## src/rtl/matrix_pkg.sv

```systemverilog
// Shared types and constants for the complex 2x2 matrix-multiply sequencer.
// Q1.35 signed fixed point, 37-bit words, 40-bit accumulators.
package matrix_pkg;

  localparam int WIDTH  = 37;
  localparam int FRAC   = 35;
  localparam int NBYTES = 5;
  localparam int ACCW   = WIDTH + 3;
  localparam int SHW    = 8 * (NBYTES - 1);

  typedef logic signed [WIDTH-1:0] word_t;
  typedef logic signed [ACCW-1:0]  acc_t;

  typedef struct packed {
    word_t re;
    word_t im;
  } cplx_t;

  typedef cplx_t [1:0][1:0] mtx2_t;

  typedef enum logic [2:0] {
    IDLE,
    LOAD_A,
    LOAD_B,
    COMPUTE,
    SEND
  } state_t;

  localparam word_t Q_ONE = 37'sh0800000000;
  localparam word_t Q_MAX = 37'sh0FFFFFFFFF;
  localparam word_t Q_MIN = 37'sh1000000000;

  localparam acc_t ACC_MAX = 40'sh0FFFFFFFFF;
  localparam acc_t ACC_MIN = 40'shF000000000;

  localparam logic [2:0] LAST_BYTE = 3'(NBYTES - 1);

  function automatic word_t sat(input acc_t v);
    word_t r;
    if (v > ACC_MAX)
      r = Q_MAX;
    else if (v < ACC_MIN)
      r = Q_MIN;
    else
      r = v[WIDTH-1:0];
    return r;
  endfunction

endpackage

```

## src/rtl/matrix_mult_sequencer_mac.sv

```systemverilog
// Single shared signed multiplier with re/im accumulators.
// Outputs show the saturated value the accumulators will hold after this cycle.
module fixed_mac
  import matrix_pkg::*;
(
  input  logic  clk,
  input  logic  reset,
  input  logic  en,
  input  logic  clr,
  input  logic  sub,
  input  logic  sel_im,
  input  word_t a,
  input  word_t b,
  output word_t sat_re,
  output word_t sat_im
);

  logic signed [2*WIDTH-1:0] prod;
  acc_t term;
  acc_t acc_re;
  acc_t acc_im;
  acc_t nx_re;
  acc_t nx_im;
  acc_t sum;

  assign prod = a * b;

  // floor shift: keep the top bits and sign-extend into the accumulator
  assign term = {
    {(ACCW - (2*WIDTH - FRAC)){prod[2*WIDTH-1]}},
    prod[2*WIDTH-1:FRAC]
  };

  always_comb begin
    sum   = sel_im ? acc_im : acc_re;
    sum   = sub ? sum - term : sum + term;
    nx_re = acc_re;
    nx_im = acc_im;
    if (en && !sel_im)
      nx_re = sum;
    if (en && sel_im)
      nx_im = sum;
  end

  always_ff @(posedge clk) begin
    if (!reset || clr) begin
      acc_re <= '0;
      acc_im <= '0;
    end else begin
      acc_re <= nx_re;
      acc_im <= nx_im;
    end
  end

  assign sat_re = sat(nx_re);
  assign sat_im = sat(nx_im);

endmodule

```

## src/rtl/matrix_mult_sequencer.sv

```systemverilog
// Loads two complex 2x2 matrices from UART bytes, multiplies them
// through one shared MAC and streams the product back out.
module matrix_mult_sequencer
  import matrix_pkg::*;
(
  input  logic       clk,
  input  logic       reset,
  input  logic       start,
  input  logic [7:0] received_byte,
  input  logic       received_ready,
  output logic [7:0] transmit_byte,
  output logic       transmit_ready,
  input  logic       transmit_available,
  output logic       busy,
  output logic       done
);

  state_t state;
  state_t state_nx;

  logic [2:0]     byte_cnt;
  logic [2:0]     word_idx;
  logic [4:0]     cyc;
  logic [SHW-1:0] shreg;

  mtx2_t a_m;
  mtx2_t b_m;
  mtx2_t c_m;

  logic  strobe_ld;
  logic  word_done;
  logic  last_word;
  logic  consume;
  logic  last_byte;
  word_t new_word;

  logic  mac_en;
  logic  mac_clr;
  logic  mac_sub;
  logic  mac_im;
  logic  c_wr;
  cplx_t ae;
  cplx_t be;
  word_t mul_a;
  word_t mul_b;
  word_t sat_re;
  word_t sat_im;

  cplx_t              tx_c;
  word_t              tx_w;
  logic [8*NBYTES-1:0] tx_ext;

  assign strobe_ld = received_ready &&
                     (state == LOAD_A || state == LOAD_B);
  assign word_done = strobe_ld && byte_cnt == LAST_BYTE;
  assign last_word = word_done && word_idx == 3'd7;
  assign consume   = transmit_ready && transmit_available;
  assign last_byte = consume && byte_cnt == LAST_BYTE &&
                     word_idx == 3'd7;

  // bits above WIDTH-1 in the final byte are dropped here
  assign new_word = {
    received_byte[WIDTH-SHW-1:0],
    shreg
  };

  always_ff @(posedge clk) begin
    if (!reset)
      state <= IDLE;
    else
      state <= state_nx;
  end

  always_comb begin
    state_nx       = state;
    busy           = 1'b1;
    transmit_ready = 1'b0;
    transmit_byte  = 8'h00;
    unique case (state)
      IDLE: begin
        busy = 1'b0;
        if (start)
          state_nx = LOAD_A;
      end
      LOAD_A:
        if (last_word)
          state_nx = LOAD_B;
      LOAD_B:
        if (last_word)
          state_nx = COMPUTE;
      COMPUTE:
        if (cyc == 5'd31)
          state_nx = SEND;
      SEND: begin
        transmit_ready = 1'b1;
        transmit_byte  = tx_ext[{byte_cnt, 3'b000} +: 8];
        if (last_byte)
          state_nx = IDLE;
      end
      default:
        state_nx = IDLE;
    endcase
  end

  always_ff @(posedge clk) begin
    if (!reset) begin
      byte_cnt <= '0;
      word_idx <= '0;
      cyc      <= '0;
      shreg    <= '0;
      done     <= 1'b0;
    end else begin
      done <= last_byte;
      if (strobe_ld)
        shreg <= {received_byte, shreg[SHW-1:8]};
      if (state != state_nx) begin
        byte_cnt <= '0;
        word_idx <= '0;
        cyc      <= '0;
      end else begin
        if (state == COMPUTE)
          cyc <= cyc + 5'd1;
        if (strobe_ld || consume) begin
          if (byte_cnt == LAST_BYTE) begin
            byte_cnt <= '0;
            word_idx <= word_idx + 3'd1;
          end else begin
            byte_cnt <= byte_cnt + 3'd1;
          end
        end
      end
    end
  end

  always_ff @(posedge clk) begin
    if (reset && word_done) begin
      if (state == LOAD_A) begin
        if (word_idx[0])
          a_m[word_idx[2]][word_idx[1]].im <= new_word;
        else
          a_m[word_idx[2]][word_idx[1]].re <= new_word;
      end else begin
        if (word_idx[0])
          b_m[word_idx[2]][word_idx[1]].im <= new_word;
        else
          b_m[word_idx[2]][word_idx[1]].re <= new_word;
      end
    end
    if (reset && c_wr)
      c_m[cyc[4]][cyc[3]] <= {sat_re, sat_im};
  end

  // cyc = {i, j, k, product}; product order re+, re-, im+, im+
  always_comb begin
    ae      = a_m[cyc[4]][cyc[2]];
    be      = b_m[cyc[2]][cyc[3]];
    mul_a   = cyc[0] ? ae.im : ae.re;
    mul_b   = (cyc[0] ^ cyc[1]) ? be.im : be.re;
    mac_sub = cyc[1:0] == 2'd1;
    mac_im  = cyc[1];
    mac_en  = state == COMPUTE;
    c_wr    = mac_en && cyc[2:0] == 3'd7;
    mac_clr = !mac_en || c_wr;
  end

  fixed_mac u_mac (
    .clk    (clk),
    .reset  (reset),
    .en     (mac_en),
    .clr    (mac_clr),
    .sub    (mac_sub),
    .sel_im (mac_im),
    .a      (mul_a),
    .b      (mul_b),
    .sat_re (sat_re),
    .sat_im (sat_im)
  );

  always_comb begin
    tx_c   = c_m[word_idx[2]][word_idx[1]];
    tx_w   = word_idx[0] ? tx_c.im : tx_c.re;
    tx_ext = {{(8*NBYTES-WIDTH){tx_w[WIDTH-1]}}, tx_w};
  end

endmodule

```

## config.mk

```make
export PLATFORM = sky130hd
export DESIGN_NAME = matrix_mult_sequencer
export DESIGN_NICKNAME = d
export VERILOG_FILES = /design/src/rtl/matrix_pkg.sv /design/src/rtl/matrix_mult_sequencer_mac.sv /design/src/rtl/matrix_mult_sequencer.sv
export SDC_FILE = /design/constraint.sdc
export NUM_CORES = 2
export LEC_CHECK = 0
export CORE_UTILIZATION = 55
export CTS_BUF_LIST = sky130_fd_sc_hd__clkbuf_16
export DETAILED_ROUTE_END_ITERATION = 7
export GPL_TIMING_DRIVEN = 0
export MAX_ROUTING_LAYER = met4
export PLACE_DENSITY = 0.71
export SYNTH_ARGS = -nofsm -noshare
export SYNTH_HDL_FRONTEND = slang
export SYNTH_HIERARCHICAL = 1
export SYNTH_SLANG_ARGS = --single-unit
```

## constraint.sdc

```tcl
create_clock -name clk -period 26.8 [get_ports clk]
set_input_delay 2.68 -clock clk [delete_from_list [all_inputs] [get_ports clk]]
set_output_delay 2.68 -clock clk [all_outputs]
set_load 0.005 [all_outputs]
```

# == Yosys cells after proc, flatten, opt, wreduce, memory -nomap -nowiden ==
# Cells that the tools add are included.
# totals
output_inout_bits,11
wordCells,144
input_bits,13
register_bits,1015
# classes
n_mul,1
n_lt_le_gt_ge,13
shift,1
n_eq_ne,10
muxes,52
add_sub_neg,5
bitwise_logic,3
n_reduce_logical,27
# ops
operator,count
296-bit bitwise mux,5
148-bit two-way mux,9
296-bit two-way mux,2
74-bit two-way mux,8
148-bit demux with 1-bit select,3
37-bit two-way mux,8
74-bit demux with 1-bit select,3
40-bit two-way mux,4
"40-bit by 37-bit greater-than comparator with 1-bit output, second input constant",2
"40-bit by 37-bit less-than comparator with 1-bit output, second input constant",2
37-bit by 37-bit multiplier with 74-bit output,1
40-bit by 39-bit adder with 40-bit output,1
40-bit by 7-bit variable part select with 8-bit output,1
40-bit by 39-bit subtractor with 40-bit output,1
3-bit two-way mux,6
1-bit logical AND,15
3-bit one-hot mux with 5 select lines,1
"3-bit == test, second input constant",4
"1-bit by 2-bit less-than comparator with 1-bit output, second input constant",5
8-bit two-way mux,1
"3-bit by 1-bit adder with 3-bit output, second input constant",2
"3-bit by 2-bit == test with 1-bit output, second input constant",2
2-bit AND reduction,3
"5-bit by 1-bit adder with 5-bit output, second input constant",1
other kinds (12),22

# == Longest topological paths before layout ==
# logic_depth
word_depth,13
ltp_mapped,55
mapped_depth_nobuf,48

# == By module ==
# Netlist, hierarchy kept.
# by_module_without_submodules
module,area_each_um2,cells_per_inst,instances,seq_area_each_um2
fixed_mac,55122.9,6164,1,1601.5
matrix_mult_sequencer,37825.0,2011,1,27606.5

# == Worst setup path after synthesis ==
# Ideal clock, no wire load.
# synth_timing
path_type,register -> register
startpoint,reg cyc[4]
endpoint,reg c_m[10] (netlist bit) (data pin)
synth_period_minus_slack_ns,13.323
arrival_time_ns,13.031
setup_slack_ns,13.477
required_time_ns,26.508
path_buffers,6
setup_time_ns,0.292
path_stages_with_launch,44
path_cell_list,dfxtp_1 buf_2 buf_2 mux4_2 mux2_2 clkbuf_1 clkbuf_1 nand2_1 inv_1 fa_1 fa_1 fa_1 fa_1 inv_1 fa_1 inv_1 fa_1 inv_1 (+8 left out) nor4_4 nor4b_1 a21oi_1 xor2_1 ha_1 nand3_1 or4_1 o21ai_1 a31oi_1 o311ai_1 o21ai_0 xor2_1 mux2i_1 a21o_1 and3_1 nor2_2 clkbuf_1 o21ai_0
# synth_between
elab_chain_len,13
word_cells_on_any_way,20
classes_between,2 x add/sub; 1 x mul; 4 x order compare; 12 x mux; 1 x reduce/logical
# synth_lines
element,line_no,text
from (decl),matrix_mult_sequencer.sv:23,logic [4:0] cyc;
from (signal assigned),matrix_mult_sequencer.sv:122,cyc <= cyc + 5'd1;
148-bit two-way mux (not written as such) * (2 in series),matrix_mult_sequencer.sv:155,ae = a_m[cyc[4]][cyc[2]];
74-bit two-way mux (not written as such) * (2 in series),matrix_mult_sequencer.sv:155,
37-bit two-way mux *,matrix_mult_sequencer.sv:157,mul_a = cyc[0] ? ae.im : ae.re;
via mul_a[36],matrix_mult_sequencer.sv:44,word_t mul_a;
37-bit by 37-bit multiplier with 74-bit output *,matrix_mult_sequencer_mac.sv:26,assign prod = a * b;
40-bit by 39-bit adder with 40-bit output or 40-bit by 39-bit subtractor with 40-bit output (tied branches),matrix_mult_sequencer_mac.sv:36,sum = sub ? sum - term : sum + term;
40-bit two-way mux *,matrix_mult_sequencer_mac.sv:36,
40-bit two-way mux *,matrix_mult_sequencer_mac.sv:41,if (en && sel_im)
40-bit by 37-bit less-than comparator with 1-bit output,matrix_pkg.sv:42,else if (v < ACC_MIN)
37-bit two-way mux,matrix_pkg.sv:42,
37-bit two-way mux *,matrix_pkg.sv:40,if (v > ACC_MAX)
via sat_im[10],matrix_mult_sequencer.sv:47,word_t sat_im;
296-bit bitwise mux *,matrix_mult_sequencer.sv:150,"c_m[cyc[4]][cyc[3]] <= {sat_re, sat_im};"
"to (signal, indexed assignment)",matrix_mult_sequencer.sv:150,
to (decl),matrix_mult_sequencer.sv:28,mtx2_t c_m;
# Mark *: on every way through the listed nets, which the timed path passes. The rest lies on a longest branch. The select of a mux whose other input is x is not followed.
# A chain may end at the register's enable or synchronous reset.

# == Worst setup path after layout ==
# layout_timing
startpoint,reg cyc[1]
endpoint,reg c_m[159] (netlist bit) (data pin)
# layout_between
elab_chain_len,10
word_cells_on_any_way,15
classes_between,2 x add/sub; 1 x mul; 2 x order compare; 1 x eq/ne; 7 x mux; 1 x bitwise; 1 x reduce/logical
# layout_lines
element,line_no,text
1-bit XOR *,matrix_mult_sequencer.sv:158,mul_b = (cyc[0] ^ cyc[1]) ? be.im : be.re;
37-bit two-way mux *,matrix_mult_sequencer.sv:158,
via mul_b[18],matrix_mult_sequencer.sv:45,word_t mul_b;
37-bit by 37-bit multiplier with 74-bit output *,matrix_mult_sequencer_mac.sv:26,
40-bit by 39-bit adder with 40-bit output or 40-bit by 39-bit subtractor with 40-bit output (tied branches),matrix_mult_sequencer_mac.sv:36,
40-bit two-way mux *,matrix_mult_sequencer_mac.sv:36,
40-bit two-way mux *,matrix_mult_sequencer_mac.sv:41,
40-bit by 37-bit less-than comparator with 1-bit output,matrix_pkg.sv:42,
37-bit two-way mux,matrix_pkg.sv:42,
37-bit two-way mux *,matrix_pkg.sv:40,
via sat_im[11],matrix_mult_sequencer.sv:47,
296-bit bitwise mux *,matrix_mult_sequencer.sv:150,
# Mark *: on every way through the listed nets, which the timed path passes. The rest lies on a longest branch.

==> flow_summary.toml <==
[run_status]
status = "complete, but fails checks"
violations = "max-capacitance violations, max-slew violations"

[finish]
multi_input_area_sq_mm = 0.0569
fin_cells = 10700
design_area_sq_mm = 0.100
fill_cells = 13900
regArea_sq_mm = 0.0292
finalNetCount = 10100
drive_gt1_frac = 0.0795
synthToLayoutAreaGrowth_pct = 7.73
utilization = 0.598

[floorplan]
die_x_um = 413
die-area_sq_mm = 0.171
std_cell_rows = 150
core_area_sq_mm = 0.167
die_height_um = 413
num_io_pins = 24
initial_core_util = 0.555

[global_routing]
grt_pass1_wl_um = 489000
grt_max_degree = 44
use_met2 = 0.635
use_met1 = 0.512
track_usage = 0.425
grt_busiest_layer = "met2"
antenna_found_initial = 44
grtUsageMet3 = 0.0935
grt-ovfl-total = 0
grt_pass1_vias = 69200

[route]
vias_per_cell = 6.28
initialDrtViolationCount = 8279
drc_errors = 0
firstDrtPassIters = 6
wl_per_cell_um = 32.1
postRouteAntennaNets = 0
dr_total_vias = 67000
finalWirelength_um = 343000

[setup_path]
crit_path_end_kind = "flip-flop"
crit_family = "adder cells"
worst-path-stages = 46
worst_setup_path_start_kind = "flip-flop"
path_buf_inv = 10
path_class = "reg2reg"
cp_max_fo = 10
reg2regPathDepth = 46
timing.critical_path.mode_cell = "fa_1"
worstPathArrival_ns = 20.82
required_ns = 27.14
cpPeakStageDelay_ns = 1.18
cpMaxStageDelayCell = "clkbuf_1"

[run]
cap_violations = 11

[power]
peakVddDrop_v = 0.0000604
p_leak_nw = 42.6
power.density_mw_per_mm2 = 30.8

[clock_tree]
path_clk_slew_ns = 0.06
clkLatencyLatePin_ns = 0.74
cts_setup_buffers = 0
clock_path_buffers = 3
cts_resized = 0
root_buffer = "clkbuf_16"
cts_max_level = 3
postCtsHoldBufs = 0
cts_made_buffers = 90
numClockSinks = 1015
cts_tree = "built"

[synthesis]
ys_async_sr_fraction = 0
synth.yosys.seq_area_share = 0.314
yosysWarnings = 6
ys.flop_type = "edfxtp_1"
syn-cell-area_sq_mm = 0.0929
syn_inst = 8175
synth.avg_cell_area_sq_um = 11.4
yosysUniqueCellTypes = 100
synth_edf_count = 888
ys_ff_latch = 1015
syn-num-nets = 9918

[sta]
finalSetupViolations = 0
worst_pin_slew_ns = 1.64
period_minus_slack_ns = 20.48
clock.fmax_ghz = 0.0488
rsz0062_at_grt = "no"
final_max_slew_viol_count = 114
final.period_utilization = 0.764
relSlewSlack = -0.0934
final.setup.tns_ns = 0
finalHoldViolations = 0
skew_ns = 0.0622

[hold_path]
hp-class = "reg2reg"
hold_depth = 2

[placement]
place_inst = 10400
io_buffers = 23
placed_area_sq_mm = 0.0968
detailed_place_hpwl_um = 266000
gp_congestion = 1.15
## state kept, by name, summed over array words and instances (netlist names)
signal,count
word_idx,3
cyc,5
u_mac/acc_im,40
state,3
shreg,32
byte_cnt,3
a_m,296
c_m,296
u_mac/acc_re,40
done,1
b_m,296
## cell type report
type / count / area share
sequential: 1015 / 0.292
inverter: 1334 / 0.0500
buffer: 491 / 0.0202
antenna: 56 / 0.00140
clock inverter: 76 / 0.00888
multi-input combinational: 5335 / 0.568
timing repair buffer: 66 / 0.00990
tap: 2204 / 0.0275
clock buffer: 90 / 0.0225
## synthesized netlist by cell type, types with 20 or more instances
cell type,instances,share of area
fa_1,1455,0.31
inv_1,1332,0.054
nand2_1,1032,0.042
edfxtp_1,888,0.29
and2_1,736,0.050
clkbuf_1,417,0.017
ha_1,275,0.037
nor2_1,253,0.010
mux4_2,188,0.046
a21oi_1,179,0.0096
o21ai_0,149,0.0080
mux2_2,143,0.017
and3_1,137,0.0092
dfxtp_1,127,0.027
mux2i_1,104,0.011
xnor2_1,67,0.0063
nor3_1,51,0.0027
buf_2,43,0.0023
xor2_1,42,0.0040
a21o_1,40,0.0032
nand3_1,39,0.0021
nand4_1,39,0.0026
nand2b_1,34,0.0023
a21boi_0,33,0.0027
nor2b_1,23,0.0015
o22ai_1,21,0.0014
a31oi_1,20,0.0013
o21bai_1,20,0.0016
## path summary, 6_finish.rpt
kind	from	end	slack [ns]
setup / recovery	cyc[1]	c_m[159]	6.32
hold / removal	u_mac/acc_re[30]	u_mac/acc_re[30]	0.50
setup reg to reg	cyc[1]	c_m[159]	6.32
hold reg to reg	u_mac/acc_re[30]	u_mac/acc_re[30]	0.50
## cells by family after synthesis
| group | after synthesis | synth area share |
|---|---|---|
| buffers and inverters | 1825 | 0.0755 |
| AND/OR/NAND/NOR | 2408 | 0.128 |
| multiplexers | 443 | 0.0763 |
| flip-flops | 1015 | 0.314 |
| adder cells (fa/ha/maj) | 1730 | 0.350 |
| AO/OA/AOI/OAI | 644 | 0.0453 |
| XOR/XNOR | 110 | 0.0105 |
## tightest hold or removal path, stage by stage (launching register included)
cell,delay (ns)
dfxtp_1,0.31
nand2_1,0.08
a21oi_1,0.06
## routing by layer
layer / wire, um / vias to the layer above / part of all wire
met1: 119000 / 34600 / 0.35
met2: 155000 / 4550 / 0.45
li1: - / 26600 / -
met5: 0 / - / 0
met4: 32500 / 0 / 0.095
met3: 37000 / 1185 / 0.11
## cell usage in the layout, fill, tap and decap left out, types with 15 or more instances in the layout
cell	count
nor2_1	236
o211ai_1	18
nor2_4	16
mux4_2	188
mux2i_1	104
ha_1	275
buf_2	43
nor2b_1	23
a21o_1	40
mux2_2	143
dfxtp_1	127
fa_1	1455
edfxtp_1	888
clkbuf_1	404
clkinv_2	15
o21a_1	17
clkinv_1	16
clkbuf_16	90
nor3_1	49
clkdlybuf4s50_1	23
buf_6	23
a21boi_0	33
diode_2	56
nand2_1	1032
inv_1	1344
o22ai_1	21
o21ai_0	149
nand2b_1	34
a31oi_1	20
xnor2_1	67
and3_1	136
xor2_1	42
o21bai_1	20
a21oi_1	179
buf_12	16
a211oi_1	19
and2_1	736
nand4_1	39
nand3_1	39
## power breakdown
group          switching (mW)  internal [mW]
logic                  0.0106        0.00609
clock network           0.622          0.752
registers             0.00201           1.69
total                   0.634           2.45
## metrics by stage
stage	hold slack (ns)	worst slack [ns]	total power, mW
2_1_floorplan	0.453	13.48	1.74
3_3_place_gp	0.462	7.14	1.75
3_5_place_dp	0.479	7.02	1.75
4_1_cts	0.490	6.95	3.09
5_1_grt	0.522	5.98	3.14
6_report	0.498	6.32	3.09
No activity file was read; power rests on OpenSTA's default activity.
